`src/rtl/dds_phase_gen_if.sv`:
```
// Frequency-tuning-word handshake and waveform-table read bus of dds_phase_gen.
// The slave modport is the generator side and the master modport is the software/table side.
`timescale 1ns/1ps
interface dds_phase_gen_if #(
  parameter int ACC_W  = 24,
  parameter int ADDR_W = 7
);
  // A word moves on any cycle with ftw_valid && ftw_ready. The producer holds
  // ftw_valid and ftw_in stable until then. ftw_in is ignored while ftw_ready is low.
  logic [ACC_W-1:0]  ftw_in;
  logic              ftw_valid;
  logic              ftw_ready;
  logic [ADDR_W-1:0] ra;
  logic              re;
  logic              sample_valid;
  logic              wrap;

  modport master (
    output ftw_in, ftw_valid,
    input  ftw_ready, ra, re, sample_valid, wrap
  );

  modport slave (
    input  ftw_in, ftw_valid,
    output ftw_ready, ra, re, sample_valid, wrap
  );
endinterface

```
`src/rtl/dds_phase_gen.sv`:
```
// DDS phase accumulator that drives the waveform-table address at a divided sample rate, with a one-deep FTW shadow buffer.
// Optional address dither is enabled by defining DDS_PHASE_DITHER_EN.
`timescale 1ns/1ps
module dds_phase_gen #(
  parameter int ACC_W  = 24,
  parameter int ADDR_W = 7,
  parameter int DIV_W  = 8
) (
  input  logic             clk,
  input  logic             rst_n,
  input  logic             en,
  input  logic [DIV_W-1:0] div,
  input  logic             phase_clr,
  dds_phase_gen_if.slave   bus,
  output logic [0:0]       dbg_state_o
);

  localparam logic [0:0] ST_STOP = 1'b0;
  localparam logic [0:0] ST_RUN  = 1'b1;

  logic [0:0]        state_q, state_d;
  logic [DIV_W-1:0]  cnt_q, cnt_d;
  logic [ACC_W-1:0]  acc_q, acc_d;
  logic [ACC_W-1:0]  ftw_act_q, ftw_act_d;
  logic [ACC_W-1:0]  shadow_q, shadow_d;
  logic              pending_q, pending_d;
  logic [ADDR_W-1:0] ra_q, ra_d;
  logic              re_q, re_d;
  logic              wrap_q, wrap_d;
  logic              sv_q, sv_d;

  logic              tick;
  logic              xfer;
  logic [ACC_W-1:0]  inc;
  logic [ACC_W:0]    sum;
  logic [ADDR_W-1:0] addr_top;

  always_comb begin
    state_d = en ? ST_RUN : ST_STOP;
    // A phase clear suppresses a tick that falls in the same cycle.
    tick    = (state_d == ST_RUN) && (cnt_q == div) && !phase_clr;
    xfer    = bus.ftw_valid && !pending_q;
    inc     = pending_q ? shadow_q : ftw_act_q;
    sum     = {1'b0, acc_q} + {1'b0, inc};
  end

  // When div drops below the count, no compare matches; the count runs up to all-ones
  // and wraps to zero without emitting a tick.
  always_comb begin
    if ((state_d == ST_STOP) || phase_clr || (cnt_q == div)) begin
      cnt_d = '0;
    end else begin
      cnt_d = cnt_q + 1'b1;
    end
  end

  always_comb begin
    acc_d     = acc_q;
    ra_d      = ra_q;
    ftw_act_d = ftw_act_q;
    shadow_d  = shadow_q;
    pending_d = pending_q;
    re_d      = tick;
    wrap_d    = tick & sum[ACC_W];
    sv_d      = re_q;
    if (phase_clr) begin
      acc_d = '0;
    end else if (tick) begin
      acc_d = sum[ACC_W-1:0];
    end
    if (tick) begin
      ra_d = addr_top;
    end
    if (xfer) begin
      shadow_d = bus.ftw_in;
    end
    // A transfer and a consuming tick cannot coincide, because ready is low while a word is pending.
    if (pending_q) begin
      if (tick) begin
        ftw_act_d = shadow_q;
        pending_d = 1'b0;
      end
    end else begin
      pending_d = xfer;
    end
  end

`ifdef DDS_PHASE_DITHER_EN
  localparam int DITH_W = ((ACC_W - ADDR_W) < 16) ? (ACC_W - ADDR_W) : 16;

  logic [15:0]      lfsr_q, lfsr_d;
  logic [ACC_W-1:0] dither;
  logic [ACC_W-1:0] dith_sum;
  logic             unused_dith_lo;

  // Fibonacci LFSR x^16+x^14+x^13+x^11+1. It advances once per sample.
  always_comb begin
    dither               = '0;
    dither[DITH_W-1:0]   = lfsr_q[DITH_W-1:0];
    lfsr_d               = lfsr_q;
    if (tick) begin
      lfsr_d = {lfsr_q[14:0], lfsr_q[15] ^ lfsr_q[13] ^ lfsr_q[12] ^ lfsr_q[10]};
    end
    // Dither affects the address only; acc and wrap remain undithered.
    dith_sum       = sum[ACC_W-1:0] + dither;
    addr_top       = dith_sum[ACC_W-1 -: ADDR_W];
    unused_dith_lo = ^dith_sum[ACC_W-ADDR_W-1:0];
  end

  always_ff @(posedge clk or negedge rst_n) begin
    if (!rst_n) begin
      lfsr_q <= 16'hACE1;
    end else begin
      lfsr_q <= lfsr_d;
    end
  end
`else
  assign addr_top = sum[ACC_W-1 -: ADDR_W];
`endif

  always_ff @(posedge clk or negedge rst_n) begin
    if (!rst_n) begin
      state_q   <= ST_STOP;
      cnt_q     <= '0;
      acc_q     <= '0;
      ftw_act_q <= '0;
      shadow_q  <= '0;
      pending_q <= 1'b0;
      ra_q      <= '0;
      re_q      <= 1'b0;
      wrap_q    <= 1'b0;
      sv_q      <= 1'b0;
    end else begin
      state_q   <= state_d;
      cnt_q     <= cnt_d;
      acc_q     <= acc_d;
      ftw_act_q <= ftw_act_d;
      shadow_q  <= shadow_d;
      pending_q <= pending_d;
      ra_q      <= ra_d;
      re_q      <= re_d;
      wrap_q    <= wrap_d;
      sv_q      <= sv_d;
    end
  end

  assign bus.ftw_ready    = !pending_q;
  assign bus.ra           = ra_q;
  assign bus.re           = re_q;
  assign bus.wrap         = wrap_q;
  assign bus.sample_valid = sv_q;
  assign dbg_state_o      = state_q;

endmodule

```
`src/flat_wrapper.sv`:
```
// flat-port wrapper written by rule: the top's interface ports become plain ports
module dds_phase_gen_flat 
#(
  parameter int ACC_W  = 24,
  parameter int ADDR_W = 7,
  parameter int DIV_W  = 8
)
  (clk, rst_n, en, div, phase_clr, dbg_state_o, bus_ftw_in, bus_ftw_valid, bus_ftw_ready, bus_ra, bus_re, bus_sample_valid, bus_wrap);
  dds_phase_gen_if #(.ACC_W(ACC_W), .ADDR_W(ADDR_W)) bus_i ();
  input  logic clk;
  input  logic rst_n;
  input  logic en;
  input  logic [DIV_W-1:0] div;
  input  logic phase_clr;
  output logic [0:0] dbg_state_o;
  input wire logic [$bits(bus_i.ftw_in)-1:0] bus_ftw_in;
  input wire logic [$bits(bus_i.ftw_valid)-1:0] bus_ftw_valid;
  output wire logic [$bits(bus_i.ftw_ready)-1:0] bus_ftw_ready;
  output wire logic [$bits(bus_i.ra)-1:0] bus_ra;
  output wire logic [$bits(bus_i.re)-1:0] bus_re;
  output wire logic [$bits(bus_i.sample_valid)-1:0] bus_sample_valid;
  output wire logic [$bits(bus_i.wrap)-1:0] bus_wrap;
  assign bus_i.ftw_in = bus_ftw_in;
  assign bus_i.ftw_valid = bus_ftw_valid;
  assign bus_ftw_ready = bus_i.ftw_ready;
  assign bus_ra = bus_i.ra;
  assign bus_re = bus_i.re;
  assign bus_sample_valid = bus_i.sample_valid;
  assign bus_wrap = bus_i.wrap;
  dds_phase_gen #(.ACC_W(ACC_W), .ADDR_W(ADDR_W), .DIV_W(DIV_W)) u_core (.clk(clk), .rst_n(rst_n), .en(en), .div(div), .phase_clr(phase_clr), .bus(bus_i), .dbg_state_o(dbg_state_o));
endmodule
```
`config.mk`:
```
export PLATFORM = sky130hd
export DESIGN_NAME = dds_phase_gen_flat
export DESIGN_NICKNAME = d
export VERILOG_FILES = /design/src/rtl/dds_phase_gen_if.sv /design/src/rtl/dds_phase_gen.sv /design/src/flat_wrapper.sv
export SDC_FILE = /design/constraint.sdc
export NUM_CORES = 1
export LEC_CHECK = 0
export ABC_AREA = 1
export CAP_MARGIN = 20
export CORE_MARGIN = 10
export CORE_UTILIZATION = 53
export CTS_BUF_LIST = sky130_fd_sc_hd__clkbuf_4
export DETAILED_ROUTE_END_ITERATION = 10
export MAX_ROUTING_LAYER = met4
export PLACE_DENSITY_LB_ADDON = 0.15
export SYNTH_ARGS = -nofsm -noshare
export SYNTH_HDL_FRONTEND = slang
export SYNTH_SLANG_ARGS = --single-unit
```
`constraint.sdc`:
```
create_clock -name clk -period 5.4 [get_ports clk]
set_input_delay 1.35 -clock clk [delete_from_list [all_inputs] [get_ports clk]]
set_output_delay 1.35 -clock clk [all_outputs]
set_load 0.02 [all_outputs]
```
## Word-level counts from Yosys, hierarchy flattened

Cells that the tools add are included.

| word-level totals | value |
|---|---|
| register bits | 92 |
| input port bits | 37 |
| output and inout bits | 12 |
| logic and storage cells | 31 |

| operators by class | value |
|---|---|
| add/subtract/negate cells | 2 |
| equality and inequality tests | 1 |
| multiplexer cells | 7 |
| bitwise operators | 2 |
| reductions and logical operators | 9 |

Operators by type and width:

| cell | number |
|---|---|
| 2-to-1 mux 24 bit | 3 |
| adder 24 x 24 -> 25 bit | 1 |
| adder 8 x 1 -> 8 bit, second input constant | 1 |
| == test 8 bit | 1 |
| 2-to-1 mux 8 bit | 1 |
| logical AND 1 bit | 3 |
| 2-to-1 mux 1 bit | 3 |
| zero test 1 bit | 2 |
| logical OR 1 bit | 2 |
| AND reduction 2 bit | 1 |
| nonzero test 2 bit | 1 |
| AND 1 bit | 1 |
| inverter 1 bit | 1 |

## Longest topological paths before layout

Gate-level depths: netlist (run 1).

| logic depth | value |
|---|---|
| depth after elaboration | 5 |
| gate-level depth with buffers | 19 |
| mapped depth without buffers | 17 |

## Worst setup path before layout (run 1)

OpenSTA, ideal clock, no wires.

| timing path | value |
|---|---|
| path kind | register to register |
| from | register u_core.pending_q |
| to | register u_core.acc_q[16] |
| library setup time | 0.117 ns |
| data arrival time | 2.319 ns |
| required time | 5.283 ns |
| slack | 2.964 ns |
| cell stages (with the launch flop) | 19 |
| path buffers | 2 |
| clock period less this slack | 2.436 ns |
| path through | dfrtp_1 -> clkbuf_2 -> clkinv_1 -> clkbuf_1 -> nand2_1 -> o21ai_0 -> ha_1 -> inv_1 -> fa_1 -> inv_1 -> nand3_1 -> nand3_1 -> nand3_1 -> nand2_1 -> nand2_1 -> nand2_1 -> nand2_1 -> nand3_1 -> nand2_1 |

| on the way | value |
|---|---|
| word-level cells in the longest chain between the ends | 4 |

Ends and longest elaborated chain:

| what | RTL line | source |
|---|---|---|
| start, declared | dds_phase_gen.sv:26 | `logic pending_q, pending_d;` |
| start signal, assigned | dds_phase_gen.sv:139 | `pending_q <= pending_d;` |
| 2-to-1 mux 24 bit | dds_phase_gen.sv:43 | `inc = pending_q ? shadow_q : ftw_act_q;` |
| adder 24 x 24 -> 25 bit | dds_phase_gen.sv:44 | `sum = {1'b0, acc_q} + {1'b0, inc};` |
| 2-to-1 mux 24 bit | dds_phase_gen.sv:68 | `end else if (tick) begin` |
| 2-to-1 mux 24 bit | dds_phase_gen.sv:66 | `if (phase_clr) begin` |
| end signal, assigned | dds_phase_gen.sv:125 | `acc_q <= '0;` |
| end signal, assigned | dds_phase_gen.sv:136 | `acc_q <= acc_d;` |
| end, declared | dds_phase_gen.sv:23 | `logic [ACC_W-1:0] acc_q, acc_d;` |

No other way between the ends. The select of a mux whose other input is x is not followed.
A chain may end at the register's enable or synchronous reset.

## Worst setup path in the final report (run 1)

| timing path | value |
|---|---|
| from | register u_core.pending_q |
| to | output port bus_ftw_ready |

| on the way | value |
|---|---|
| word-level cells in the longest chain between the ends | 1 |

Ends and longest elaborated chain:

| what | RTL line | source |
|---|---|---|
| zero test 1 bit | dds_phase_gen.sv:147 | `assign bus.ftw_ready = !pending_q;` |
| end, declared | flat_wrapper.sv:18 | `output wire logic [$bits(bus_i.ftw_ready)-1:0] bus_ftw_ready;` |

No other way between the ends.

==> results of run 1 <==
-- power by group --
| group | total (mW) | internal [mW] | switching, mW | leakage (nW) |
|---|---|---|---|---|
| Sequential | 0.730 | 0.718 | 0.0117 | 1.17 |
| Combinational | 0.250 | 0.0898 | 0.161 | 2.16 |
| Clock | 0.388 | 0.146 | 0.242 | 0.0704 |
-- stage by stage --
step / total power [mW] / cells / setup slack [ps]
finish: 1.37 / 980 / 1970
global placement: 0.984 / 964 / 1690
global route: 1.44 / 980 / 1880
CTS: 1.38 / 980 / 1940
floorplan: 0.895 / 797 / 2960
detailed placement: 0.993 / 964 / 1620
-- worst max-delay path: cells and delay by family, from the launching register on --
family,cells,cell delay [ps]
flip-flops,1,500
buffers and inverters,3,1140
-- cells in the final DEF (no fill, tap or decap), types with 4 or more instances in the layout --
master           instances
clkdlybuf4s50_1         47
xnor2_1                  5
nand3b_1                 6
a21oi_1                 37
nor2_1                  67
nand2_1                268
inv_1                  117
dfrtp_1                 92
xor2_1                   6
o21ai_2                  4
nand3_1                 66
clkbuf_4                10
nor3_1                   5
ha_1                    25
buf_4                    5
nand4_1                  8
or2_2                    9
o21ai_0                 44
-- kinds of logic (layout without fill, tap and decap cells) --
logic type / Yosys count / count (layout) / synth area share (%)
and+or+nand+nor: 439 / 439 / 32.9
buffers and inverters: 140 / 187 / 10.1
DFF: 92 / 92 / 41.0
AOI/OAI and AO/OA: 89 / 89 / 8.31
adders and majority gates: 26 / 26 / 5.93
xor gates and xnor gates: 11 / 11 / 1.72
-- worst max-delay path by stage --
stage	to	slack [ps]	cells after the start
finish	bus_ftw_ready	1970	3
global route	bus_ftw_ready	1880	3
CTS	bus_ftw_ready	1940	3
detailed placement	u_core.ftw_act_q[23]	1620	9
global placement	u_core.ftw_act_q[23]	1690	9
floorplan	u_core.acc_q[16]	2960	18
-- layer usage --
| layer | vias to the layer above | part of all wire [%] | track usage (%) |
|---|---|---|---|
| met5 | - | 0 | - |
| met4 | 0 | 2.3 | 7.29 |
| met3 | 28 | 3.4 | 3.33 |
| li1 | 2578 | - | - |
| met2 | 129 | 46 | 30.1 |
| met1 | 2354 | 48 | 24.9 |
-- sequential cells by signal, summed over array words and instances, names as in the netlist, 7 cells and up --
name              count
u_core.acc_q         24
u_core.ftw_act_q     24
u_core.shadow_q      24
u_core.cnt_q          8
u_core.bus.ra         7
-- cell type report --
| class | count | area, µm² | area share (%) |
|---|---|---|---|
| Timing Repair Buffer | 52 | 508 | 8.05 |
| Inverter | 119 | 447 | 7.08 |
| Sequential cell | 92 | 2300 | 36.5 |
| Clock buffer | 10 | 75.1 | 1.19 |
| Clock inverter | 6 | 62.6 | 0.992 |
| Tap cell | 136 | 170 | 2.70 |
| Multi-Input combinational cell | 565 | 2740 | 43.5 |
==> impl_metrics.py, run 1 <==
metrics = {
    "layout": {
        "drive_above_1_share_pct": 4.62,
        "fin_nets": 902,
        "fillers": 978,
        "diodes": 0,
        "fin_util_pct": 61.1,
        "area_growth_pct": 12.4,
        "stdcell_area_um2": 6310,
    },
    "die": {
        "die_w_um": 123,
        "die_area_um2": 15100,
        "die_y_um": 123,
        "core_area_um2": 10300,
        "start_util_pct": 54.4,
        "pin_count": 49,
        "fp-row-count": 37,
    },
    "timing": {
        "min_period_ps": 3430,
        "hold_viol": 0,
        "hold-worst-slack_ps": 397,
        "fmax_ghz": 0.292,
        "tns_ps": 0,
        "maxSlewViolCount": 0,
        "relSlewSlack_pct": 44.0,
        "rsz0062_at_grt": "false",
        "setup_viol": 0,
        "tightest_slew_ps": 836,
        "period_share_pct": 63.4,
        "finClkSkew_ps": 36.0,
    },
    "detailed_routing": {
        "drtIter0Drc": 302,
        "wire_per_inst_um": 14.1,
        "vias": 5089,
        "drt_wl_total_um": 13800,
        "ant_nets": 0,
        "drc": 0,
        "vias_per_cell": 5.19,
        "dr.pass1.iters": 5,
    },
    "setup_path": {
        "cp_data_required_time_ps": 4050,
        "slowest_stage": "clkdlybuf4s50_1",
        "rr_worst_depth": 18,
        "crit_type": "register to primary output",
        "start_kind": "register",
        "path_cells": "clkinv_1, buf_4, clkdlybuf4s50_1",
        "crit_fanout": 45,
        "r2r_setup_slack_ps": 2370,
        "r2r-end": "u_core.bus.wrap",
        "reg2reg_from": "u_core.pending_q",
        "critical_path.endpoint_type": "primary output",
        "critPathArrivalTime_ps": 2080,
        "crit_path_start": "u_core.pending_q",
        "critPathMaxStageDelay_ps": 700,
    },
    "grt": {
        "grt_pass1_wl_um": 22900,
        "grt_remaining_overflow": 0,
        "grt_util_all_layers_pct": 19.4,
        "grt_pass1_vias": 4891,
        "antenna_found_initial": 0,
        "grt_max_degree": 55,
    },
    "clock_tree": {
        "cts_root_buffer": "clkbuf_4",
        "cts_tree": "done",
        "cts_buffers": 9,
        "clk_pin_slew_ps": 150,
        "h-tree-depth": 3,
        "clk_latency_ps": 450,
        "cts-hold-fix-buffers": 0,
        "postCtsSetupRepairBufs": 0,
        "cts_buffer_depth": 2,
        "cts.sinks": 92,
        "cts_resized": 0,
    },
    "logic_synthesis": {
        "synth_cells": 797,
        "synth_common_cells": "nand2_1 (268), inv_1 (117), dfrtp_1 (92), nor2_1 (67), nand3_1 (66)",
        "syn_nets": 860,
        "yosysMostFrequentCell": "nand2_1",
        "yosysWarningCount": 0,
        "synth_area_leaders": "dfrtp_1 (41%), nand2_1 (18%), inv_1 (7.8%)",
        "synthArstFlopShare_pct": 100,
        "synth_top_area_share_pct": 41.0,
        "post-synth-top-area-cell": "dfrtp_1",
        "ys_seq_elements": 92,
        "ys_seq_area_share_pct": 41.0,
        "avgSynthCellArea_um2": 7.04,
        "syn-cell-area_um2": 5610,
        "synth-edff-count": 0,
        "synth_flop_cell": "dfrtp_1",
        "ys_types": 34,
    },
    "outcome": {
        "status": "finished clean",
    },
    "power": {
        "vdd_ir_drop_max_mv": 0.139,
        "powerDensity_nw_per_um2": 217,
        "power_leakage_nw": 3.40,
    },
    "placement": {
        "dp_hpwl_um": 10500,
        "gp_congestion": 0.942,
        "post_dp_cell_area_um2": 6170,
        "io_buffer_count": 48,
    },
    "worst_hold_path": {
        "worstHoldStart": "u_core.bus.re",
        "holdPathStages": 0,
        "min_to": "u_core.bus.sample_valid",
        "hp-class": "register to register",
    },
    "flow_run": {
        "drv_cap": 0,
    },
}
No activity file was read; power rests on OpenSTA's default activity.
==> run 2, diff against run 1 <==
clock period = 3.4 ns   (was 5.4 ns; I/O delays follow)
==> impl_metrics.py, run 2 (synthesis gave the netlist of run 1 again) <==
metrics = {
    "clock_tree": {
        "clk_pin_slew_ps": 140,
        "clk_latency_ps": 480,
        "h-tree-depth": 3,
        "cts_buffers": 9,
        "cts_resized": 0,
        "cts_tree": "done",
        "cts_root_buffer": "clkbuf_4",
        "postCtsSetupRepairBufs": 0,
        "cts-hold-fix-buffers": 0,
        "cts.sinks": 92,
        "cts_buffer_depth": 2,
    },
    "placement": {
        "dp_hpwl_um": 10600,
        "dp_worst_setup_slack_ps": 546,
        "gp_congestion": 0.957,
        "post_dp_cell_area_um2": 6220,
        "io_buffer_count": 48,
        "dp.cells": 967,
    },
    "layout": {
        "final_cell_mix": "nand2_1 (268), inv_1 (117), dfrtp_1 (92)",
        "instances_no_fill": 983,
        "area_growth_pct": 13.3,
        "diodes": 0,
        "fin_nets": 905,
        "layout_commonest_cell": "nand2_1",
        "reg_top3": "u_core.acc_q (24), u_core.ftw_act_q (24), u_core.shadow_q (24)",
        "drive_above_1_share_pct": 5.08,
        "fillers": 998,
        "stdcell_area_um2": 6360,
    },
    "outcome": {
        "status": "finished clean",
    },
    "power": {
        "p_comb_share_pct": 18.3,
        "clockPowerShare_pct": 28.9,
        "swShare_pct": 30.2,
        "power_leakage_nw": 3.43,
        "vdd_ir_drop_max_mv": 0.279,
        "power_frac_seq_pct": 52.8,
        "p_int_mw": 1.53,
        "p_sw_uw": 663,
        "power_mw": 2.19,
        "powerDensity_nw_per_um2": 345,
    },
    "setup_path": {
        "r2r_setup_slack_ps": 510,
        "crit_type": "register to register",
        "start_kind": "register",
        "cp_data_required_time_ps": 3820,
        "critPathArrivalTime_ps": 3310,
        "crit_fanout": 44,
        "critical_path.endpoint_type": "register",
    },
    "detailed_routing": {
        "dr_wl_met3_um": 544,
        "top_layer": "met4",
        "drt_wl_total_um": 13900,
        "drtIter0Drc": 374,
        "dr_wl_met2_um": 6400,
        "vias_per_cell": 5.13,
        "wl_met1_um": 6720,
        "dr.pass1.iters": 5,
        "ant_nets": 0,
        "wire_per_inst_um": 14.2,
        "drc": 0,
        "vias": 5044,
    },
    "grt": {
        "grt_pass1_wl_um": 23000,
        "grt_max_degree": 50,
        "grt_remaining_overflow": 0,
        "grt_pass1_vias": 4908,
        "antenna_found_initial": 0,
        "grt_util_all_layers_pct": 19.7,
    },
    "die": {
        "start_util_pct": 54.4,
        "core_area_um2": 10300,
        "die_area_um2": 15100,
        "die_w_um": 123,
        "die_y_um": 123,
        "pin_count": 49,
        "fp-row-count": 37,
    },
    "timing": {
        "finClkSkew_ps": 11.6,
        "hold_viol": 0,
        "maxSlewViolCount": 0,
        "tns_ps": 0,
        "min_period_ps": 2890,
        "tightest_slew_ps": 658,
        "relSlewSlack_pct": 56.1,
        "finalWorstSetupSlack_ps": 514,
        "rsz0062_at_grt": "false",
        "setup_viol": 0,
        "fmax_ghz": 0.347,
        "period_share_pct": 84.9,
    },
    "flow_run": {
        "drv_cap": 0,
    },
    "worst_hold_path": {
        "hp-class": "input pin to asynchronous set/reset pin",
    },
}
==> run 2: power groups by stage <==
stage / sequential, mW / combinational, mW / clock [mW]
2_1_floorplan: 1.18 / 0.239 / 0
3_5_place_dp: 1.18 / 0.400 / 0
6_report: 1.16 / 0.401 / 0.634
4_1_cts: 1.16 / 0.401 / 0.653
5_1_grt: 1.16 / 0.457 / 0.693
3_3_place_gp: 1.18 / 0.392 / 0
==> run 2: cell type report <==
cell class / instances / area (µm²) / area share [%]
timing repair buffer: 55 / 556 / 8.73
multi-input combinational: 565 / 2740 / 43.1
sequential: 92 / 2300 / 36.2
clock buffer: 11 / 82.6 / 1.30
clock inverter: 5 / 60.1 / 0.944
inverter: 119 / 447 / 7.02
tap: 136 / 170 / 2.68
==> run 2: worst paths after layout <==
kind | from | to | cells past startpoint
max in group asynchronous | rst_n | u_core.ftw_act_q[22] | 2
min | rst_n | u_core.acc_q[11] | 1
max reg2reg | u_core.pending_q | u_core.bus.wrap | 17
min in group clk | u_core.bus.re | u_core.bus.sample_valid | 0
max | u_core.pending_q | u_core.bus.wrap | 17
min reg2reg | u_core.bus.re | u_core.bus.sample_valid | 0
==> run 2: through the flow <==
stage | hold slack [ps] | util, %
final | 388 | 61.6
after global routing | 411 | 61.6
after CTS | 391 | 61.6
after detailed placement | 367 | 60.2
after global placement | 359 | 60.2
after floorplan | 450 | -
==> run 2: worst max-delay path, cell delays in order, from the launching register on <==
cell	delay [ps]
dfrtp_1	480
clkinv_1	180
buf_12	200
o21ai_0	210
ha_1	240
inv_1	70
fa_1	400
inv_1	130
nand3_1	80
nand3_1	180
nand3_1	140
nand2_1	120
nand2_1	90
nand2_1	80
nand2_1	50
nand2_1	60
nand2_1	70
inv_1	60
==> run 2: per-layer routing <==
layer / vias up / global-route usage [%]
li1: 2588 / -
met1: 2323 / 25.5
met2: 109 / 29.9
met3: 24 / 3.46
met4: 0 / 7.88
met5: - / -
